[src/rtl/edma_ctrl_pkg.sv]
// edma_ctrl_pkg: FSM state encoding shared by the eDMA channel sequencer and its status readback
package edma_ctrl_pkg;
  localparam int CW_DEF = 16;
  typedef enum logic [2:0] {
    S_IDLE  = 3'd0,
    S_START = 3'd1,
    S_XFER  = 3'd2,
    S_STALL = 3'd3,
    S_DONE  = 3'd4,
    S_ERROR = 3'd5
  } state_e;
endpackage

[src/rtl/edma_ctrl.sv]
// edma_ctrl: per-channel eDMA sequencer issuing beats, 2D loop updates and done/error interrupts
module edma_ctrl
  import edma_ctrl_pkg::*;
#(
  parameter int CW = CW_DEF
) (
  input  logic          clk_i,
  input  logic          nreset_i,
  input  logic          dma_en_i,
  input  logic          mastermode_i,
  input  logic [2*CW-1:0] count_i,
  input  logic          access_in_i,
  input  logic          wait_in_i,
  output logic          master_active_o,
  output logic          update_o,
  output logic          update2d_o,
  output logic          dma_busy_o,
  output logic [2:0]    dma_state_o,
  output logic          irq_done_o,
  output logic          irq_err_o
);
  state_e state_q, state_d;
  logic en_q, mode_q, mode_d, ma_q, busy_q, done_q, err_q;
  logic [CW-1:0] inner, outer;
  logic beat, inner_one, last;
  assign inner     = count_i[CW-1:0];
  assign outer     = count_i[2*CW-1:CW];
  assign inner_one = inner == CW'(1);
  assign beat      = (state_q == S_XFER) & ~wait_in_i & (mode_q | access_in_i);
  assign last      = beat & inner_one & (outer == CW'(1));
  assign update_o   = beat;
  assign update2d_o = beat & inner_one & (outer > CW'(1));
  // abort on dma_en low takes priority over every other exit from an active state
  always_comb begin
    state_d = state_q;
    case (state_q)
      S_IDLE:  state_d = (dma_en_i & ~en_q) ? S_START : S_IDLE;
      S_START: state_d = ~dma_en_i ? S_IDLE : (inner == '0 || outer == '0) ? S_ERROR : S_XFER;
      S_XFER:  state_d = ~dma_en_i ? S_IDLE : wait_in_i ? S_STALL : last ? S_DONE : S_XFER;
      S_STALL: state_d = ~dma_en_i ? S_IDLE : wait_in_i ? S_STALL : S_XFER;
      default: state_d = S_IDLE;
    endcase
  end
  assign mode_d = (state_q == S_START) ? mastermode_i : mode_q;
  always_ff @(posedge clk_i or negedge nreset_i) begin
    if (!nreset_i) begin
      state_q <= S_IDLE;
      en_q    <= 1'b0;
      mode_q  <= 1'b0;
      ma_q    <= 1'b0;
      busy_q  <= 1'b0;
      done_q  <= 1'b0;
      err_q   <= 1'b0;
    end else begin
      state_q <= state_d;
      en_q    <= dma_en_i;
      mode_q  <= mode_d;
      ma_q    <= (state_d == S_XFER) & mode_d;
      busy_q  <= state_d != S_IDLE;
      done_q  <= state_d == S_DONE;
      err_q   <= state_d == S_ERROR;
    end
  end
  assign master_active_o = ma_q;
  assign dma_busy_o      = busy_q;
  assign dma_state_o     = state_q;
  assign irq_done_o      = done_q;
  assign irq_err_o       = err_q;
endmodule

[config.mk]
export PLATFORM = sky130hd
export DESIGN_NAME = edma_ctrl
export DESIGN_NICKNAME = d
export VERILOG_FILES = /design/src/rtl/edma_ctrl_pkg.sv /design/src/rtl/edma_ctrl.sv
export SDC_FILE = /design/constraint.sdc
export NUM_CORES = 1
export LEC_CHECK = 0
export CAP_MARGIN = 20
export CORE_UTILIZATION = 31
export DETAILED_ROUTE_END_ITERATION = 16
export MAX_ROUTING_LAYER = met4
export PLACE_DENSITY = 0.91
export SYNTH_ARGS = -nofsm -noshare
export SYNTH_HDL_FRONTEND = slang
export SYNTH_SLANG_ARGS = --single-unit
[constraint.sdc]
create_clock -name clk_i -period 2.9 [get_ports clk_i]
set_clock_uncertainty 0.1 [all_clocks]
set_input_delay 0.58 -clock clk_i [delete_from_list [all_inputs] [get_ports clk_i]]
set_output_delay 0.58 -clock clk_i [all_outputs]
set_load 0.02 [all_outputs]
## Word-level counts from Yosys, hierarchy flattened

Cells that the tools add are included.

| storage, ports and cells | value |
|---|---|
| bits in registers | 9 |
| input port bits | 38 |
| output and inout port bits | 9 |
| logic and storage cells | 41 |

| cells by class | value |
|---|---|
| order comparisons | 1 |
| eq/ne operators | 8 |
| muxes and demuxes | 10 |
| bitwise operators | 10 |
| reductions and logical operators | 5 |

Operator list:

| operator | number |
|---|---|
| == test 16 x 1 -> 1 bit (second input constant) | 2 |
| zero test 16 bit | 2 |
| greater-than comparator 16 x 1 -> 1 bit (second input constant) | 1 |
| 2-to-1 mux 3 bit | 5 |
| one-hot mux 3 bit (4 select lines) | 1 |
| == test 3 x 2 -> 1 bit (second input constant) | 3 |
| bitwise AND 1 bit | 7 |
| == test 3 bit (second input constant) | 2 |
| == test 3 x 1 -> 1 bit (second input constant) | 1 |
| zero test 3 bit | 1 |
| 2-to-1 mux 1 bit | 3 |
| nonzero test 3 bit | 1 |
| 2-to-1 mux 2 bit | 1 |
| inverter 1 bit | 2 |
| logical OR 1 bit | 1 |
| OR 1 bit | 1 |

## Logic depth before layout (Yosys ltp)

| depth | value |
|---|---|
| depth after elaboration | 11 |
| gate-level depth with buffers | 6 |
| depth with buffers taken out | 6 |

## Worst setup path after synthesis

No wires, ideal clock.

| timing path | value |
|---|---|
| kind | input port to flip-flop |
| from | input port wait_in_i |
| to | register busy_q, in the netlist dma_busy_o |
| arrival | 1951 ps |
| data required time | 2668 ps |
| path slack | 718 ps |
| stages | 6 |
| path buffers | 0 |
| path through | nor2_2 and4bb_1 and3_4 nand4_4 a31oi_4 or3b_1 |

| on the way | value |
|---|---|
| longest elaborated chain between the ends | 10 |

Ends and longest elaborated chain:

| what | RTL line | source |
|---|---|---|
| start: declaration | edma_ctrl.sv:13 | `input logic wait_in_i,` |
| inverter 1 bit | edma_ctrl.sv:29 | `assign beat = (state_q == S_XFER) & ~wait_in_i & (mode_q \| access_in_i);` |
| bitwise AND 1 bit (2 in series) | edma_ctrl.sv:29 |  |
| net update_o | edma_ctrl.sv:15 | `output logic update_o,` |
| bitwise AND 1 bit (2 in series) | edma_ctrl.sv:30 | `assign last = beat & inner_one & (outer == CW'(1));` |
| 2-to-1 mux 3 bit (3 in series) | edma_ctrl.sv:39 | `S_XFER: state_d = ~dma_en_i ? S_IDLE : wait_in_i ? S_STALL : last ? S_DONE : S_XFER;` |
| one-hot mux 3 bit (4 select lines) | edma_ctrl.sv:36 | `case (state_q)` |
| nonzero test 3 bit | edma_ctrl.sv:59 | `busy_q <= state_d != S_IDLE;` |
| end signal: assignment | edma_ctrl.sv:51 | `busy_q <= 1'b0;` |
| end signal: assignment | edma_ctrl.sv:59 |  |
| end: declaration | edma_ctrl.sv:23 | `logic en_q, mode_q, mode_d, ma_q, busy_q, done_q, err_q;` |

The timed path passes the listed nets, and every way through them passes these cells.

## Worst setup path in the final report

| timing path | value |
|---|---|
| from | input port wait_in_i |
| to | output port update_o |

| on the way | value |
|---|---|
| longest elaborated chain between the ends | 3 |

Ends and longest elaborated chain:

| what | RTL line |
|---|---|
| inverter 1 bit | edma_ctrl.sv:29 |
| bitwise AND 1 bit (2 in series) | edma_ctrl.sv:29 |
| end: declaration | edma_ctrl.sv:15 |

No other way between the ends.

==> flow_summary.ini <==
[clock_network]
post_cts_resize_count = 1
cts_max_level = 1
postCtsSetupRepairBufs = 0
clock_latency_ns = 0.27
cts_hold_buf = 0
clkTransAtPathRegs_ns = 0.06
cts_sinks = 9
cts_buffers = 3
cts.path.max_buffers = 2
clockRootBuffer = clkbuf_4
cts_tree = yes

[drt]
first_pass_iters = 4
vias = 570
drc = 0
wl_per_cell_um = 13.1
routed_wirelength_um = 1590
drt_iter0_drc = 6
avgViaCountPerCell = 4.71
postRouteAntennaNets = 0

[power_and_ir_drop]
powerDensity_mw_per_mm2 = 337
leakage_uw = 0.000440
ir_worst_vdd_uv = 260

[finish]
final_util_pct = 69.3
multi_input_area_um2 = 267
fin_area_mm2 = 0.00104
fillers = 120
final_cell_count_no_fill = 121
layout-drive-gt1-share_pct = 16.2
diodes = 0
seq_area_um2 = 225
nets = 144
area_growth_pct = 107

[place]
hpwl_um = 1430
io_buffers = 46
postPlaceCellArea_mm2 = 0.00102
numPlacedInstances = 117
gp_congestion = 0.731

[logic_synthesis]
synth-edff-count = 0
synth_largest_area_cell = dfrtp_1
yosys_warnings = 0
async_flop_share_pct = 100
ys_top_cells_by_count = dfrtp_1 (9), nand2_1 (9), nor4_1 (6), nor2_1 (5), inv_1 (3)
synth_ff_type = dfrtp_1
synth_area_um2 = 503
post_synth.cell_area_avg_um2 = 10.1
synth.top_cell.area_share_pct = 44.8
synth_area_leaders = dfrtp_1 (45%), nor4_1 (7.5%), nand2_1 (6.7%)
yosysUniqueCellTypes = 22
synth-seq-cells = 9
synth_nets = 88
yosysSeqAreaShare_pct = 44.8
synthesis.instances = 50

[setup_path]
start_kind = primary input
crit_required_ns = 2.22
ff2ff_path_depth = 7
r2r-start = dma_state_o[0]$_DFF_PN0_
r2r_end = dma_busy_o$_DFF_PN0_
end_kind = output port
r2r_setup_slack_ns = 0.89
cp.arrival_ns = 2.01
cp_max_fo = 2
crit_type = in2out

[die]
dieArea_mm2 = 0.00179
rows = 14
die_h_um = 42.3
io_pins = 47
core-area_mm2 = 0.00151
die_width_um = 42.3
initial_core_util_pct = 33.4

[sta]
hold_violations = 0
finalCritPeriodShare_pct = 92.7
max_freq_mhz = 372
worst-slew-pin-transition_ns = 0.380
maxSlewViolCount = 0
period_minus_slack_ns = 2.69
relSlewSlack_pct = 74.6
rsz0062_at_grt = false
setup_viol = 0

[hold_path]
hold_start = mode_q$_DFF_PN0_
hold_class = reg2reg
min_to = mode_q$_DFF_PN0_
hold_depth = 1

[global_routing]
grt_max_degree = 10
antenna_found_initial = 0
grt_pass1_wl_um = 2610
grt_overflow = 0
grt_pass1_vias = 555
grt.total_usage_pct = 21.2

[outcome]
status = finished, final reports clean

[job]
cap_violations = 0
[worst max-delay path by stage]
stage                                      end  slack [ns]  depth (start not counted)         from
after global routing                update2d_o        0.10                          6   count_i[1]
final                                 update_o        0.21                          4    wait_in_i
after floorplan           dma_busy_o$_DFF_PN0_        0.72                          6    wait_in_i
after global placement              update2d_o       -0.18                          6   count_i[1]
after CTS                           update2d_o        0.04                          6  count_i[31]
after detailed placement            update2d_o       -0.23                          6   count_i[1]
[cell families after synthesis]
kind of cell,Yosys count,share of synthesized area (%)
simple gates,33,42.3
flops,9,44.8
compound gates,4,8.46
buf+inv,3,2.24
mux,1,2.24
[worst max-delay path, cell delays in order]
cell and delay [ns]:
clkdlybuf4s50_1 0.44, nor2_2 0.15, and4bb_1 0.23, clkdlybuf4s50_1 0.61
[sequential cells by signal, indices dropped and copies added (netlist names)]
signal           cells
dma_busy_o           1
dma_state_o          3
en_q                 1
irq_done_o           1
irq_err_o            1
master_active_o      1
mode_q               1
[power breakdown]
group          leakage (uW)  internal, uW  switching, uW  total [uW]
logic              0.000304          72.5           36.0         108
registers          0.000118           137           9.37         146
clock network     0.0000177          51.0           46.0        97.0
[layout make-up]
class / count / area share [%]
clock buffers: 3 / 2.16
clock inverters: 1 / 0.480
inverters: 3 / 1.08
multi-input cells: 38 / 25.5
flip-flops and latches: 9 / 21.6
well taps: 16 / 1.92
repair buffers: 51 / 47.2
[placed cells by master (no fill, tap or decap)]
master           count
nand2_1              9
nor2_1               5
mux2_2               1
o2bb2ai_1            1
o31ai_1              1
clkbuf_2             1
or3b_1               1
nor2b_1              1
nand4_4              1
and4bb_1             1
and4_1               1
nor4b_1              1
nor3_1               2
dfrtp_1              9
and2b_2              1
clkdlybuf4s50_1     45
o21ai_0              1
and3_4               1
nor4_1               6
a31oi_4              1
nor4_2               1
clkbuf_4             3
inv_1                3
buf_4                5
nor3b_1              1
nor2_2               1
clkinv_2             1
[per-stage QoR]
stage	setup WS, ns	setup TNS [ns]	total power, uW	hold WS (ns)
after floorplan	0.718	0	182	0.184
after global placement	-0.177	-0.177	255	0.416
after detailed placement	-0.227	-0.227	258	0.427
after CTS	0.0352	0	358	0.442
after global routing	0.104	0	372	0.462
final	0.210	0	352	0.437
[per-layer routing]
| metal | track usage, % | share of wire, % | wire, um | vias to the layer above |
|---|---|---|---|---|
| met2 | 36.9 | 61 | 969 | 11 |
| li1 | - | - | - | 294 |
| met3 | 8.62 | 4.1 | 65 | 3 |
| met4 | 6.88 | 0.50 | 8 | 0 |
| met1 | 21.4 | 34 | 542 | 262 |
| met5 | - | 0 | 0 | - |
Power figures use the tool's default switching activity.
